==> config.mk <==
export PLATFORM = sky130hd
export DESIGN_NAME = bcd2bin_seq
export DESIGN_NICKNAME = d
export VERILOG_FILES = /design/src/rtl/bcd2bin_seq_pkg.sv /design/src/rtl/bcd_digit_adj.sv /design/src/rtl/bcd2bin_seq.sv
export SDC_FILE = /design/constraint.sdc
export NUM_CORES = 1
export LEC_CHECK = 0
export BUFFER_PORTS_ARGS = -buffer_cell sky130_fd_sc_hd__buf_2
export CAP_MARGIN = 15
export CORE_MARGIN = 2
export CORE_UTILIZATION = 25
export DETAILED_ROUTE_END_ITERATION = 7
export SYNTH_ARGS = -nofsm -noshare
export SYNTH_HDL_FRONTEND = slang
export SYNTH_SLANG_ARGS = --single-unit
export TNS_END_PERCENT = 1
==> constraint.sdc <==
create_clock -name clk -period 1.58 [get_ports clk]
set_clock_uncertainty 0.15 [all_clocks]
set_input_delay 0.158 -clock clk [delete_from_list [all_inputs] [get_ports clk]]
set_output_delay 0.158 -clock clk [all_outputs]
set_load 0.02 [all_outputs]
==> src/rtl/bcd2bin_seq_pkg.sv <==
// Shared state encoding and sizing helper for the sequential BCD-to-binary converter.
package bcd2bin_seq_pkg;

    typedef enum logic [1:0] {
        ST_IDLE  = 2'd0,
        ST_SHIFT = 2'd1,
        ST_DONE  = 2'd2
    } state_t;

    // Ceiling log2: number of bits needed to hold values 0..v-1.
    function automatic int clogb2(input int v);
        int r;
        r = 0;
        while ((1 << r) < v) r++;
        return r;
    endfunction

endpackage

==> src/rtl/bcd_digit_adj.sv <==
// Reverse double-dabble digit correction: a digit of 8 or more is reduced by 3.
module bcd_digit_adj (
    input  logic [3:0] d_in,
    output logic [3:0] d_out
);

    assign d_out = (d_in >= 4'd8) ? (d_in - 4'd3) : d_in;

endmodule

==> src/rtl/bcd2bin_seq.sv <==
// Sequential packed-BCD to binary converter: one right shift per cycle over a
// {bcd, bin} working register with per-digit correction, valid/ready on both sides.
module bcd2bin_seq
    import bcd2bin_seq_pkg::*;
#(
    parameter int DIGITS = 3,
    parameter int BIN_W  = 10
) (
    input  logic                  clk,
    input  logic                  rst,
    input  logic                  in_valid,
    output logic                  in_ready,
    input  logic [4*DIGITS-1:0]   bcd_in,
    output logic                  out_valid,
    input  logic                  out_ready,
    output logic [BIN_W-1:0]      bin_out,
    output logic                  err,
    output logic                  busy
);

    localparam int BCD_W = 4 * DIGITS;
    localparam int CNT_W = clogb2(BIN_W + 1);

    state_t             state_q, state_d;
    logic [BCD_W-1:0]   bcd_q, bcd_d;
    logic [BIN_W-1:0]   bin_q, bin_d;
    logic [CNT_W-1:0]   cnt_q, cnt_d;
    logic [BIN_W-1:0]   bin_out_q, bin_out_d;
    logic               err_q, err_d;

    logic [BCD_W-1:0]   sh_bcd, adj_bcd;
    logic [BIN_W-1:0]   sh_bin;
    logic               nib_err;

    // The bcd LSB falls into the bin MSB; a 0 enters the bcd MSB.
    assign sh_bcd = bcd_q >> 1;
    assign sh_bin = {bcd_q[0], bin_q[BIN_W-1:1]};

    for (genvar g = 0; g < DIGITS; g++) begin : g_adj
        bcd_digit_adj u_adj (
            .d_in  (sh_bcd[4*g +: 4]),
            .d_out (adj_bcd[4*g +: 4])
        );
    end

    always_comb begin
        nib_err = 1'b0;
        for (int i = 0; i < DIGITS; i++) begin
            if (bcd_in[4*i +: 4] > 4'd9) nib_err = 1'b1;
        end
    end

    always_comb begin
        state_d   = state_q;
        bcd_d     = bcd_q;
        bin_d     = bin_q;
        cnt_d     = cnt_q;
        bin_out_d = bin_out_q;
        err_d     = err_q;
        case (state_q)
            ST_IDLE: begin
                if (in_valid) begin
                    if (nib_err) begin
                        // Malformed input skips conversion entirely.
                        state_d   = ST_DONE;
                        err_d     = 1'b1;
                        bin_out_d = '0;
                    end else begin
                        state_d = ST_SHIFT;
                        bcd_d   = bcd_in;
                        bin_d   = '0;
                        cnt_d   = '0;
                        err_d   = 1'b0;
                    end
                end
            end
            ST_SHIFT: begin
                bcd_d = adj_bcd;
                bin_d = sh_bin;
                cnt_d = cnt_q + CNT_W'(1);
                if (cnt_q == CNT_W'(BIN_W - 1)) begin
                    state_d   = ST_DONE;
                    bin_out_d = sh_bin;
                end
            end
            ST_DONE: begin
                if (out_ready) state_d = ST_IDLE;
            end
            default: state_d = ST_IDLE;
        endcase
    end

    always_ff @(posedge clk) begin
        if (!rst) begin
            state_q   <= ST_IDLE;
            bcd_q     <= '0;
            bin_q     <= '0;
            cnt_q     <= '0;
            bin_out_q <= '0;
            err_q     <= 1'b0;
        end else begin
            state_q   <= state_d;
            bcd_q     <= bcd_d;
            bin_q     <= bin_d;
            cnt_q     <= cnt_d;
            bin_out_q <= bin_out_d;
            err_q     <= err_d;
        end
    end

    assign in_ready  = rst && (state_q == ST_IDLE);
    assign out_valid = (state_q == ST_DONE);
    assign busy      = (state_q != ST_IDLE);
    assign bin_out   = bin_out_q;
    assign err       = err_q;

endmodule
==> results of run 1 <==
metrics by stage:
step                hold WS (ns)  TNS, ns  cells  setup WS [ns]  utilization, %
floorplan                 0.1552   -1.564    192        -0.1099               -
global placement          0.2894   -1.269    337       -0.09720           33.17
detailed placement        0.3027   -1.653    337        -0.1552           33.17
CTS                      0.02279  -0.6715    348       -0.06674           35.99
global route             0.05601   -1.585    348        -0.1458           36.25
finish                   0.02718  -0.6692    348       -0.08913           36.25
tightest hold or removal path, cell delays in order:
cell and delay (ns):
buf_2 0.09, mux2i_1 0.06, a21oi_1 0.13
Yosys cell counts, types with 3 or more instances:
| library cell | n | area (µm²) |
|---|---|---|
| a21oi_1 | 9 | 45.04 |
| a22o_1 | 8 | 70.07 |
| buf_2 | 4 | 20.02 |
| clkbuf_1 | 8 | 30.03 |
| dfxtp_1 | 38 | 760.7 |
| ha_1 | 6 | 75.07 |
| inv_1 | 6 | 22.52 |
| mux2i_1 | 15 | 150.1 |
| nand2_1 | 34 | 127.6 |
| nand2b_1 | 5 | 31.28 |
| nand3_1 | 6 | 30.03 |
| nor2_1 | 5 | 18.77 |
| nor2b_1 | 4 | 25.02 |
| o2111ai_1 | 4 | 35.03 |
| o211a_1 | 3 | 30.03 |
| o211ai_1 | 3 | 22.52 |
| o21ai_0 | 11 | 55.05 |
| xnor2_1 | 4 | 35.03 |
report_power, final:
group	internal, mW	switching, mW
Sequential	0.988	0.0279
Combinational	0.182	0.163
Clock	0.633	0.353
Total	1.80	0.545
final cells by class:
class                           instances  area share (%)
Clock inverter                          3           2.779
Tap cell                               96           4.851
Timing Repair Buffer                   64           18.90
Clock buffer                            5           2.779
Multi-Input combinational cell        136           38.91
Sequential cell                        38           30.87
Inverter                                6          0.9096
placed cells by master, fill, tap and decap left out, types with 2 or more instances in the layout:
cell type	n
a21oi_1	8
a22o_1	8
buf_12	2
buf_2	28
buf_4	29
buf_6	2
bufinv_16	2
clkbuf_8	5
dfxtp_1	35
dfxtp_2	3
dlygate4sd3_1	2
ha_1	6
inv_1	5
mux2i_1	14
nand2_1	34
nand2b_1	5
nand3_1	6
nor2_1	5
nor2b_1	4
nor4_1	2
o2111ai_1	4
o211a_1	3
o211ai_1	3
o21a_1	2
o21ai_0	11
xnor2_1	4
repair_timing:
item | CTS | global route
resized for setup | 6 | 5
setup endpoints to repair | 13 | 25
endpoints found under the hold margin | 2 | 0
pin swaps | 1 | 2
hold buffers | 2 | 0
cloned | 1 | 0
how the worst min path moves through the flow:
stage                    start         end  slack (ns)  cells after the start
finish               bcd_in[7]    bcd_q[7]        0.03                      3
global route         bcd_in[3]    bcd_q[3]        0.06                      3
CTS                  bcd_in[7]    bcd_q[7]        0.02                      3
detailed placement   out_ready  state_q[1]        0.30                      3
global placement     out_ready  state_q[1]        0.29                      3
floorplan           bcd_in[11]   bcd_q[11]        0.16                      2
metal layers:
metal	vias up	share of wire (%)	global-route usage (%)
met1	670	50	14.78
met3	5	3.7	2.705
li1	792	-	-
met5	-	0	0
met4	0	2.1	4.545
met2	21	44	16.27
registers in the layout, indices dropped and copies added, names as in the netlist:
name	flops
bin_out	10
state_q	2
cnt_q	4
bin_q	9
bcd_q	12
err	1
kinds of logic (layout without fill, tap and decap cells):
kind of cell,after synthesis,count (layout)
fa+ha+maj,6,6
flops,38,38
mux,16,16
simple gates,64,64
xor+xnor,4,4
buf+inv,18,78
compound gates,46,46
==> flow_summary.json, run 1 <==
{
  "worstMarginPinSlew_ns": 0.3327,
  "r2r_start": "cnt_q[1]",
  "grt_max_degree": 17,
  "place_area_um2": 2266,
  "nets": 273,
  "synth_cell_types": 35,
  "clock-sinks": 38,
  "worst_ir_drop_vdd_v": 0.0004831,
  "crit_type": "reg -> reg",
  "cp.depth": 7,
  "ys_async_sr_fraction_pct": 0,
  "ys_ff_latch": 38,
  "fill_cells": 715,
  "fp.dieArea_um2": 7792,
  "pwr_density_cell_nw_per_um2": 947.7,
  "power.total_mw": 2.347,
  "synth_xor_xnor_area_share_pct": 1.973,
  "min_path_type": "in -> reg",
  "grt_pass1_vias": 1426,
  "track_usage_pct": 10.82,
  "worstSetupEndpointType": "flip-flop",
  "period_share_pct": 105.6,
  "fmax_mhz": 599.1,
  "first_pass_iters": 4,
  "worst_setup_path_start_kind": "flip-flop",
  "ant_nets": 0,
  "die_h_um": 88.27,
  "synth_top_family_by_area": "compound AO/OA/AOI/OAI gates",
  "critPathLaunch": "cnt_q[1]",
  "design_area_um2": 2476,
  "routed_wl_um": 3869,
  "dpl.hpwl_um": 2904,
  "clkTransAtPathRegs_ns": 0.07,
  "cp-endpoint": "bin_out[0]",
  "maxCapViolations": 0,
  "r2r-end": "bin_out[0]",
  "yosys.area_share.simple_pct": 18.25,
  "worstPathArrival_ns": 1.70,
  "slowest_stage": "or3_4",
  "cts-root-buf": "clkbuf_8",
  "syn_nets": 214,
  "drc": 0,
  "vias": 1488,
  "drtIter0Drc": 62,
  "htreeDepth": 2,
  "relSlewSlack_pct": 77.78,
  "gp_congestion": 0.7865,
  "syn2layout_area_growth_pct": 39.46,
  "hold_violations": 0,
  "numCtsBuffers": 5,
  "fp-row-count": 30,
  "drive_above_1_share_pct": 33.73,
  "register_area_um2": 764.5,
  "cts_tree": "done",
  "ys_warn_count": 0,
  "antenna_found_initial": 0,
  "via_per_inst": 4.276,
  "synthMuxAreaShare_pct": 9.091,
  "r2r_setup_slack_ns": -0.09,
  "grt-ovfl-total": 0,
  "insertion_delay_ns": 0.29,
  "wire_per_inst_um": 11.12,
  "antenna_cells": 0,
  "synth-compound-area-share_pct": 19.52,
  "p_leak_nw": 1.073,
  "path_buf_inv": 2,
  "slew_violations": 0,
  "io-pin-count": 30,
  "finalWorstSetupSlack_ns": -0.08913,
  "multiInputGateArea_um2": 963.4,
  "port_buffers": 29,
  "ys.flop_type": "dfxtp_1",
  "core-area_um2": 6832,
  "synth-seq-area-share_pct": 42.85,
  "critical_path.max_fanout": 5,
  "grt_pass1_wl_um": 6630,
  "min_period_ns": 1.669,
  "slowest_delay_ns": 0.38,
  "path_delay_family": "simple AND/OR/NAND/NOR gates",
  "synthAdderAreaFrac_pct": 4.228,
  "syn_inst": 192,
  "status": "finished with violations",
  "cts.path.max_buffers": 2,
  "synth-edff-count": 0,
  "start_util_pct": 25.99,
  "cts_setup_buffers": 0,
  "setup_viol": 12,
  "path_cells": "inv_2, ha_1, and4b_1, a21oi_2, or3_4, buf_12, mux2i_2",
  "rr_worst_depth": 7,
  "crit_required_ns": 1.61,
  "syn_area_um2": 1775,
  "violations": "negative setup slack",
  "rsz0062_at_grt": "true",
  "avgSynthCellArea_um2": 9.247,
  "die_x_um": 88.27
}
Power figures use the tool's default switching activity.
==> run 2, diff against run 1 <==
--- a/config.mk
+++ b/config.mk
@@ -13,4 +13,4 @@
 export SYNTH_ARGS = -nofsm -noshare
 export SYNTH_HDL_FRONTEND = slang
 export SYNTH_SLANG_ARGS = --single-unit
-export TNS_END_PERCENT = 1
+export TNS_END_PERCENT = 100
==> constraint.sdc (replaced) <==
create_clock -name clk -period 2.2 [get_ports clk]
set_clock_uncertainty 0.15 [all_clocks]
set_input_delay 0.22 -clock clk [delete_from_list [all_inputs] [get_ports clk]]
set_output_delay 0.22 -clock clk [all_outputs]
set_load 0.02 [all_outputs]
==> flow_summary.json, run 2 (synthesis gave the netlist of run 1 again) <==
{
  "final_common_cell": "dfxtp_1",
  "critical_path.max_fanout": 12,
  "port_buffers": 29,
  "htreeDepth": 2,
  "min_path_type": "in -> reg",
  "path_delay_family": "compound AO/OA/AOI/OAI gates",
  "pwr_density_cell_nw_per_um2": 744.5,
  "grt_pass1_wl_um": 6375,
  "worstMarginPinSlew_ns": 0.5408,
  "r2r_setup_slack_ns": 0.34,
  "numCtsBuffers": 5,
  "routed_wl_um": 3709,
  "largest-register": "bcd_q",
  "cts_setup_buffers": 0,
  "worstHoldStart": "out_ready",
  "crit_required_ns": 2.27,
  "io-pin-count": 30,
  "ant_nets": 0,
  "drc": 0,
  "fp.dieArea_um2": 7792,
  "fmax_mhz": 536.4,
  "slowest_stage": "o41ai_4",
  "critPathLaunch": "state_q[1]",
  "maxCapViolations": 0,
  "fill_cells": 753,
  "holdBufCountCts": 0,
  "grt_use_met3_pct": 2.332,
  "crit_type": "reg -> reg",
  "post-place-ws_ns": 0.3259,
  "finalWorstSetupSlack_ns": 0.3356,
  "cts-root-buf": "clkbuf_8",
  "final_cell_mix": "dfxtp_1 (38), nand2_1 (34), buf_2 (29), mux2i_1 (15), o21ai_0 (11)",
  "path_cells": "nand2b_2, o41ai_4, buf_4, o2111ai_1, o21ai_0",
  "die_h_um": 88.27,
  "place_area_um2": 2043,
  "worst_ir_drop_vdd_v": 0.0002210,
  "rr_worst_depth": 5,
  "worst_setup_path_start_kind": "flip-flop",
  "fin_tns_setup_ns": 0,
  "nets": 245,
  "worstPathArrival_ns": 1.93,
  "cts_resized": 0,
  "top_usage_layer": "met2",
  "design_area_um2": 2181,
  "gp_congestion": 0.7242,
  "grtUsageMet1_pct": 13.43,
  "relSlewSlack_pct": 63.95,
  "insertion_delay_ns": 0.29,
  "min_period_ns": 1.864,
  "worstSetupEndpointType": "flip-flop",
  "dpl.hpwl_um": 2683,
  "die_x_um": 88.27,
  "grt-ovfl-total": 0,
  "rsz0062_at_grt": "false",
  "grt_max_degree": 20,
  "slowest_delay_ns": 0.48,
  "cts_tree": "done",
  "drive_above_1_share_pct": 23.21,
  "slew_violations": 0,
  "start_util_pct": 25.99,
  "first_pass_iters": 4,
  "antenna_found_initial": 0,
  "hold_violations": 0,
  "setup_viol": 0,
  "path_buf_inv": 1,
  "core-area_um2": 6832,
  "cp.depth": 5,
  "grt_pass1_vias": 1363,
  "track_usage_pct": 10.40,
  "via_per_inst": 4.413,
  "largest_reg_flops": 12,
  "drtIter0Drc": 77,
  "antenna_cells": 0,
  "fp-row-count": 30,
  "final_util_pct": 31.92,
  "met2_usage_pct": 16.61,
  "status": "finished, final reports clean",
  "r2r_start": "state_q[1]",
  "wire_per_inst_um": 11.59,
  "cts.path.max_buffers": 2,
  "r2r-end": "bcd_q[4]",
  "period_share_pct": 84.74,
  "cp-endpoint": "bcd_q[4]",
  "clock-sinks": 38,
  "p_leak_nw": 0.9125,
  "clkTransAtPathRegs_ns": 0.08,
  "syn2layout_area_growth_pct": 22.83,
  "vias": 1412
}
-- run 2: cell count changes in the layout (fill, tap and decap cells not counted), moves of 2 or more --
cell / before / now
buf_4: 29 / 7
dfxtp_1: 35 / 38
dfxtp_2: 3 / 0
buf_12: 2 / 0
buf_6: 2 / 0
dlygate4sd3_1: 2 / 0
-- run 2: cell type report --
type,count,area [µm²],area share (%)
multi-input cells,136,942.2,43.20
flip-flops and latches,38,760.7,34.88
repair buffers,36,197.7,9.065
well taps,96,120.1,5.508
clock buffers,5,68.82,3.155
clock inverters,3,68.82,3.155
inverters,6,22.52,1.033
-- run 2: worst reg2reg max path: stages, from the launching register on --
cell       delay [ns]
dfxtp_1          0.38
nand2b_2         0.26
o41ai_4          0.48
buf_4            0.28
o2111ai_1        0.15
o21ai_0          0.10
-- run 2: metal layers --
metal | up-vias | share of wire, %
met5 | - | 0
met4 | 0 | 1.6
met3 | 5 | 3.7
met2 | 21 | 47
met1 | 649 | 47
li1 | 737 | -
-- run 2: through the flow --
stage / power, mW / hold WS [ns] / instances
floorplan: 0.8722 / 0.2172 / 192
global placement: 0.9305 / 0.2941 / 312
detailed placement: 0.9315 / 0.3020 / 312
CTS: 1.642 / 0.05003 / 320
global route: 1.691 / 0.06718 / 320
finish: 1.624 / 0.05268 / 320
-- run 2: worst min-delay path by stage --
stage	end	slack [ns]	cells after the start
after floorplan	bcd_q[11]	0.22	2
after CTS	state_q[1]	0.05	3
after global routing	state_q[1]	0.07	3
after detailed placement	cnt_q[3]	0.30	1
after global placement	bin_q[1]	0.29	2
final	state_q[1]	0.05	3
-- run 2: report_power, final --
| group | switching [mW] | internal [mW] |
|---|---|---|
| sequential | 0.0217 | 0.709 |
| clock | 0.256 | 0.454 |
| combinational | 0.104 | 0.0786 |
